<file path="src/rtl/timer_ctrl_pkg.sv">
// Shared constants for timer_ctrl: register offsets, CTRL/STATUS bit indices
// and the FSM state encoding.
package timer_ctrl_pkg;

  // Register window offsets (port_id[2:0])
  localparam logic [2:0] OFF_CMP0     = 3'd0;
  localparam logic [2:0] OFF_CMP1     = 3'd1;
  localparam logic [2:0] OFF_CMP2     = 3'd2;
  localparam logic [2:0] OFF_CMP3     = 3'd3;
  localparam logic [2:0] OFF_CTRL     = 3'd4;
  localparam logic [2:0] OFF_STATUS   = 3'd5;
  localparam logic [2:0] OFF_PRESCALE = 3'd6;
  localparam logic [2:0] OFF_RSVD     = 3'd7;

  // CTRL bit indices
  localparam int CTRL_START    = 0;
  localparam int CTRL_STOP     = 1;
  localparam int CTRL_PERIODIC = 2;
  localparam int CTRL_IE       = 3;

  // STATUS bit indices
  localparam int STAT_RUNNING  = 0;
  localparam int STAT_EXPIRED  = 1;

  typedef enum logic {
    ST_IDLE = 1'b0,
    ST_RUN  = 1'b1
  } state_e;

endpackage

</file>
<file path="src/rtl/timer_ctrl_if.sv">
// Picoblaze I/O port bus plus interrupt pair. master = CPU side,
// slave = peripheral side.
interface timer_ctrl_if;
  logic [7:0] port_id;
  logic       write_strobe;
  logic       read_strobe;
  logic [7:0] out_port;
  logic [7:0] in_port;
  logic       interrupt_ack;
  logic       timer_interrupt;

  modport master (
    output port_id, write_strobe, read_strobe, out_port, interrupt_ack,
    input  in_port, timer_interrupt
  );

  modport slave (
    input  port_id, write_strobe, read_strobe, out_port, interrupt_ack,
    output in_port, timer_interrupt
  );
endinterface

</file>
<file path="src/rtl/timer_ctrl_core.sv">
// Count / compare / prescale datapath. The control block tells it when to
// start, stop and whether the FSM is in RUN; it reports the expiry cycle.
module timer_ctrl_core (
  input  logic        clk,
  input  logic        reset,
  input  logic        start_i,
  input  logic        stop_i,
  input  logic        run_i,
  input  logic        periodic_i,
  input  logic [31:0] shadow_i,
  input  logic [7:0]  prescale_i,
  output logic        expire_o
);

  logic [31:0] count_q, count_d;
  logic [31:0] active_q, active_d;
  logic [7:0]  presc_q, presc_d;
  logic        tick;
  logic        match;

  // >= keeps ticking sane if PRESCALE is lowered below the running prescale count
  assign tick     = (presc_q >= prescale_i);
  assign match    = (count_q == active_q);
  assign expire_o = run_i && tick && match;

  // Next-state for count, active compare and prescale counter
  always_comb begin
    count_d  = count_q;
    active_d = active_q;
    presc_d  = presc_q;
    if (stop_i) begin
      count_d = '0;
      presc_d = '0;
    end else if (start_i) begin
      count_d  = '0;
      presc_d  = '0;
      active_d = shadow_i;
    end else if (run_i) begin
      if (!tick) begin
        presc_d = presc_q + 8'd1;
      end else begin
        presc_d = '0;
        if (match) begin
          count_d = '0;
          if (periodic_i) active_d = shadow_i;
        end else begin
          count_d = count_q + 32'd1;
        end
      end
    end
  end

  // Datapath registers
  always_ff @(posedge clk) begin
    if (reset) begin
      count_q  <= '0;
      active_q <= '0;
      presc_q  <= '0;
    end else begin
      count_q  <= count_d;
      active_q <= active_d;
      presc_q  <= presc_d;
    end
  end

endmodule

</file>
<file path="src/rtl/timer_ctrl.sv">
// Picoblaze-attached 32-bit timer: register decode, IDLE/RUN FSM, EXPIRED
// flag and registered interrupt. Datapath lives in timer_ctrl_core.
// Optional feature macro: TIMER_CTRL_PRESCALE_EN (R/W PRESCALE at offset 6).
module timer_ctrl
  import timer_ctrl_pkg::*;
#(
  parameter logic [7:0] BASE_ADDR = 8'h10
) (
  input  logic         clk,
  input  logic         reset,
  timer_ctrl_if.slave  bus
);

  state_e      state_q, state_d;
  logic [31:0] shadow_q;
  logic        periodic_q, ie_q, expired_q, irq_q;
  logic [7:0]  rdata_q, rdata_d;
  logic [7:0]  prescale_v;

  logic       sel, wr;
  logic [2:0] off;
  logic       ctrl_wr, start_p, stop_p, w1c, expire, running;

  assign sel     = ((bus.port_id & 8'hF8) == BASE_ADDR);
  assign off     = bus.port_id[2:0];
  assign wr      = bus.write_strobe && sel;
  assign ctrl_wr = wr && (off == OFF_CTRL);
  // STOP beats START when both are set in one write
  assign stop_p  = ctrl_wr && bus.out_port[CTRL_STOP];
  assign start_p = ctrl_wr && bus.out_port[CTRL_START] && !bus.out_port[CTRL_STOP];
  assign w1c     = wr && (off == OFF_STATUS) && bus.out_port[STAT_EXPIRED];
  assign running = (state_q == ST_RUN);

`ifdef TIMER_CTRL_PRESCALE_EN
  logic [7:0] prescale_q;

  // PRESCALE register
  always_ff @(posedge clk) begin
    if (reset)                           prescale_q <= '0;
    else if (wr && off == OFF_PRESCALE)  prescale_q <= bus.out_port;
  end
  assign prescale_v = prescale_q;
`else
  // No prescaler: every clk in RUN is a tick, offset 6 is read-as-zero
  assign prescale_v = 8'd0;
`endif

  timer_ctrl_core u_core (
    .clk        (clk),
    .reset      (reset),
    .start_i    (start_p),
    .stop_i     (stop_p),
    .run_i      (running),
    .periodic_i (periodic_q),
    .shadow_i   (shadow_q),
    .prescale_i (prescale_v),
    .expire_o   (expire)
  );

  // FSM state register
  always_ff @(posedge clk) begin
    if (reset) state_q <= ST_IDLE;
    else       state_q <= state_d;
  end

  // FSM next state: STOP, then START (restart allowed in RUN), then one-shot expiry
  always_comb begin
    state_d = state_q;
    if (stop_p)                       state_d = ST_IDLE;
    else if (start_p)                 state_d = ST_RUN;
    else if (expire && !periodic_q)   state_d = ST_IDLE;
  end

  // Shadow compare bytes, little-endian
  always_ff @(posedge clk) begin
    if (reset) begin
      shadow_q <= '0;
    end else if (wr) begin
      case (off)
        OFF_CMP0: shadow_q[7:0]   <= bus.out_port;
        OFF_CMP1: shadow_q[15:8]  <= bus.out_port;
        OFF_CMP2: shadow_q[23:16] <= bus.out_port;
        OFF_CMP3: shadow_q[31:24] <= bus.out_port;
        default:  ;
      endcase
    end
  end

  // Held CTRL bits
  always_ff @(posedge clk) begin
    if (reset) begin
      periodic_q <= 1'b0;
      ie_q       <= 1'b0;
    end else if (ctrl_wr) begin
      periodic_q <= bus.out_port[CTRL_PERIODIC];
      ie_q       <= bus.out_port[CTRL_IE];
    end
  end

  // EXPIRED flag: set has priority over ack / W1C clear
  always_ff @(posedge clk) begin
    if (reset)                           expired_q <= 1'b0;
    else if (expire)                     expired_q <= 1'b1;
    else if (bus.interrupt_ack || w1c)   expired_q <= 1'b0;
  end

  // Registered interrupt request
  always_ff @(posedge clk) begin
    if (reset) irq_q <= 1'b0;
    else       irq_q <= expired_q && ie_q;
  end

  // Read mux, zero outside the window
  always_comb begin
    rdata_d = '0;
    if (sel) begin
      case (off)
        OFF_CMP0:     rdata_d = shadow_q[7:0];
        OFF_CMP1:     rdata_d = shadow_q[15:8];
        OFF_CMP2:     rdata_d = shadow_q[23:16];
        OFF_CMP3:     rdata_d = shadow_q[31:24];
        OFF_CTRL:     rdata_d = {4'b0, ie_q, periodic_q, 2'b0};
        OFF_STATUS:   rdata_d = {6'b0, expired_q, running};
        OFF_PRESCALE: rdata_d = prescale_v;
        default:      rdata_d = '0;
      endcase
    end
  end

  // Registered read data
  always_ff @(posedge clk) begin
    if (reset) rdata_q <= '0;
    else       rdata_q <= rdata_d;
  end

  assign bus.in_port         = rdata_q;
  assign bus.timer_interrupt = irq_q;

endmodule

</file>
<file path="src/flat_wrapper.sv">
// flat-port wrapper written by rule: the top's interface ports become plain ports
module timer_ctrl_flat import timer_ctrl_pkg::*;
#(
  parameter logic [7:0] BASE_ADDR = 8'h10
)
  (clk, reset, bus_port_id, bus_write_strobe, bus_read_strobe, bus_out_port, bus_interrupt_ack, bus_in_port, bus_timer_interrupt);
  timer_ctrl_if bus_i ();
  input  logic clk;
  input  logic reset;
  input wire logic [$bits(bus_i.port_id)-1:0] bus_port_id;
  input wire logic [$bits(bus_i.write_strobe)-1:0] bus_write_strobe;
  input wire logic [$bits(bus_i.read_strobe)-1:0] bus_read_strobe;
  input wire logic [$bits(bus_i.out_port)-1:0] bus_out_port;
  input wire logic [$bits(bus_i.interrupt_ack)-1:0] bus_interrupt_ack;
  output wire logic [$bits(bus_i.in_port)-1:0] bus_in_port;
  output wire logic [$bits(bus_i.timer_interrupt)-1:0] bus_timer_interrupt;
  assign bus_i.port_id = bus_port_id;
  assign bus_i.write_strobe = bus_write_strobe;
  assign bus_i.read_strobe = bus_read_strobe;
  assign bus_i.out_port = bus_out_port;
  assign bus_i.interrupt_ack = bus_interrupt_ack;
  assign bus_in_port = bus_i.in_port;
  assign bus_timer_interrupt = bus_i.timer_interrupt;
  timer_ctrl #(.BASE_ADDR(BASE_ADDR)) u_core (.clk(clk), .reset(reset), .bus(bus_i));
endmodule
</file>
<file path="config.mk">
export PLATFORM = sky130hd
export DESIGN_NAME = timer_ctrl_flat
export DESIGN_NICKNAME = d
export VERILOG_FILES = /design/src/rtl/timer_ctrl_pkg.sv /design/src/rtl/timer_ctrl_if.sv /design/src/rtl/timer_ctrl_core.sv /design/src/rtl/timer_ctrl.sv /design/src/flat_wrapper.sv
export SDC_FILE = /design/constraint.sdc
export NUM_CORES = 1
export LEC_CHECK = 0
export BUFFER_PORTS_ARGS = -buffer_cell sky130_fd_sc_hd__buf_2
export CORE_ASPECT_RATIO = 0.9
export CORE_MARGIN = 2
export CORE_UTILIZATION = 40
export CTS_CLUSTER_DIAMETER = 50
export DETAILED_ROUTE_END_ITERATION = 10
export PLACE_DENSITY = 0.54
export SLEW_MARGIN = 20
export SYNTH_ARGS = -nofsm -noshare
export SYNTH_HDL_FRONTEND = slang
export SYNTH_HIERARCHICAL = 1
export SYNTH_SLANG_ARGS = --single-unit
</file>
<file path="constraint.sdc">
create_clock -name clk -period 2.1 [get_ports clk]
set_clock_uncertainty 0.1 [all_clocks]
set_input_delay 0.315 -clock clk [delete_from_list [all_inputs] [get_ports clk]]
set_output_delay 0.315 -clock clk [all_outputs]
set_load 0.01 [all_outputs]
</file>
==> reports/metrics.yaml <==
setup_viol: 7
grt_max_degree: 59
cts_buffers: 17
cts_tree: "done"
layout-drive-gt1-share_pct: 23.9
fp.dieW_um: 134
synth_top_flop_cell: "dfxtp_1"
viasPerCell: 5.02
clock_sink_count: 117
drt_iter0_drc: 274
cp.required_ns: 2.31
hpwl_um: 10400
fin_crit_sh_pct: 101
switchingPower_mw: 1.13
antennaDiodeCount: 0
violations: "setup timing"
p_clk_share_pct: 56.4
rsz0062_at_grt: "true"
drv_cap: 0
syn_area_um2: 6110
insertion_delay_ns: 0.43
fin_cells: 910
peakVddDrop_uv: 607
worst-path-buf-inv: 2
comb_power_share_pct: 3.5
clockBufferDepth: 2
drt_first_pass_iters: 8
floorplan.initialDensity_pct: 41.3
worst_slack_ns: -0.0305
fin_crit_ns: 2.13
internal_power_mw: 4.41
critPathMaxFanout: 17
postPlaceCellArea_um2: 6660
coreArea_um2: 14800
yosysUniqueCellTypes: 61
max_stage_delay_ns: 0.34
clk_pin_slew_ns: 0.05
pin_count: 30
p_total_mw: 5.54
finalMaxSlewViolations: 0
critPathSlowestCell: "nor3_1"
fmax_ghz: 0.469
yosys-top-cells-area: "dfxtp_1, mux2i_1, nand2b_1, xor2_1, xnor2_1"
vias: 4572
io_buffers: 28
async_flop_share_pct: 0
h-tree-depth: 4
status: "complete, but fails checks"
synth_edf_count: 0
grt_pass1_vias: 4604
cp_cell_sequence: "ha_4, nand3_2, nor2_4, a32oi_4, buf_12, buf_16, nor3_1, xnor2_1, nor2_1"
postLayoutCellArea_um2: 7710
ys_seq_area_share_pct: 38.3
grtUsageTotal_pct: 19.6
final_nets: 730
switching_share_pct: 20.4
hold_viol_final: 0
start_kind: "flop"
dpl.cell_count: 868
cts_hold_buf: 0
routabilityCongestion: 0.819
r2r_slack_ns: -0.03
wl_um: 15900
grt_pass1_wl_um: 24200
yosysTopAreaCellShare_pct: 38.3
clockRootBuffer: "clkbuf_16"
crit_path_end_kind: "flop"
drtAntennaViolNets: 0
pwr-share-seq_pct: 40.1
synth.avg_cell_area_um2: 9.71
syn_inst: 630
globalRouteOverflowTotal: 0
ys_seq_elements: 117
die_h_um: 121
row_count: 42
leakage_nw: 3.46
p_per_area_nw_per_um2: 719
critPathKind: "reg -> reg"
holdWs_ns: 0.116
wl_per_cell_um: 17.4
yosysWarnings: 6
dieArea_um2: 16300
min_path_type: "in -> reg"
grt_antenna_before_repair: 0
drcViolationCount: 0
syn2layout_area_growth_pct: 26.1
yosysTopAreaCell: "dfxtp_1"
worstPathArrival_ns: 2.34
crit_family: "simple AND/OR/NAND/NOR gates"
## worst register-to-register path, cell delays in order, from the launching register on
cell and delay (ns):
dfxtp_2 0.33, ha_4 0.29, nand3_2 0.11, nor2_4 0.13
a32oi_4 0.13, buf_12 0.17, buf_16 0.16, nor3_1 0.35
xnor2_1 0.18, nor2_1 0.07
## Yosys cell counts (8+ instances only)
master,number
buf_6,8
clkbuf_1,19
dfxtp_1,117
ha_1,10
inv_1,12
mux2i_1,73
nand2_1,20
nand2b_1,98
nand3_1,13
nand3b_1,8
nand4_1,9
nor2_1,43
nor3_1,13
nor4_1,15
or2b_1,9
xnor2_1,30
xor2_1,39
## cell families (layout without fill, tap and decap cells)
group | after synthesis | count (layout) | share of synthesized area [%]
fa+ha+maj | 10 | 10 | 2.05
other cells | 1 | 8 | 0.0613
flops | 117 | 117 | 38.3
buf+inv | 49 | 124 | 4.26
xor+xnor | 69 | 69 | 9.88
mux | 77 | 77 | 13.4
compound gates | 25 | 25 | 3.07
simple gates | 282 | 282 | 29.0
## through the flow
stage          TNS (ns)  util, %  worst slack, ns
2_1_floorplan         0        -           0.0262
3_3_place_gp      -2.47     45.0          -0.0837
3_5_place_dp      -2.92     45.0           -0.104
4_1_cts          -0.259     49.7          -0.0441
5_1_grt           -1.88     52.0          -0.0786
6_report        -0.0479     52.0          -0.0305
## flip-flops by register name, summed over array words and instances, names as in the netlist
signal,flops
u_core/u_core/active_q,32
u_core/bus.timer_interrupt,1
u_core/u_core/count_q,32
u_core/bus.in_port,8
u_core/ie_q,1
u_core/running,1
u_core/shadow_q,32
u_core/u_core/presc_q,8
u_core/expired_q,1
u_core/periodic_q,1
## power by group through the flow
stage | clock, mW | sequential, mW | combinational [mW]
final | 3.13 | 2.22 | 0.194
after global routing | 3.27 | 2.22 | 0.212
after CTS | 3.18 | 2.22 | 0.175
after detailed placement | 0 | 2.27 | 0.174
after global placement | 0 | 2.27 | 0.172
after floorplan | 0 | 2.27 | 0.118
## cell type report
class / instances / area (µm²)
clock buffer: 23 / 488
tap: 198 / 248
timing repair buffer: 79 / 658
inverter: 13 / 48.8
clock inverter: 9 / 148
multi-input combinational: 471 / 3770
sequential: 117 / 2350
fill: 1358 / 7110
## layout by cell type, fill, tap and decap left out, types with 3 or more instances in the layout
cell and instances:
a21oi_1 3, and3_1 5, and4_1 5, buf_12 3, buf_2 28, buf_4 41
bufinv_16 4, clkbuf_16 21, clkbuf_8 4, clkinv_2 4, conb_1 8, dfxtp_1 109
dfxtp_2 8, ha_1 6, ha_4 4, inv_1 12, mux2i_1 73, mux4_2 4
nand2_1 19, nand2b_1 98, nand3_1 12, nand3b_1 8, nand4_1 9, nor2_1 43
nor2_2 3, nor3_1 12, nor3b_1 7, nor4_1 8, nor4_4 8, nor4b_1 3
o21ai_0 4, or2b_1 9, xnor2_1 30, xor2_1 39
## path summary, 6_finish.rpt
path | endpoint | depth (start not counted) | start
max reg2reg | u_core/u_core/count_q[16]$_SDFFE_PP0P_ | 9 | u_core/u_core/presc_q[5]$_SDFFE_PP0P_
min reg2reg | u_core/bus.timer_interrupt$_SDFF_PP0_ | 2 | u_core/expired_q$_SDFFE_PP0P_
min | u_core/expired_q$_SDFFE_PP0P_ | 4 | bus_interrupt_ack
max | u_core/u_core/count_q[16]$_SDFFE_PP0P_ | 9 | u_core/u_core/presc_q[5]$_SDFFE_PP0P_
## per-layer routing
layer | vias up | global-route usage (%) | wire (µm)
met5 | - | 0 | 0
met4 | 0 | 5.86 | 107
met3 | 7 | 5.01 | 522
met2 | 63 | 30.6 | 7490
met1 | 2207 | 26.5 | 7740
li1 | 2295 | - | -
## timing repair
item | 4_1_cts | 5_1_grt
pin swaps | 2 | 21
buffers inserted | 1 | 3
resized for setup | 7 | 40
cloned | 1 | 5
setup endpoints to repair | 45 | 66
No activity file was read; power rests on OpenSTA's default activity.
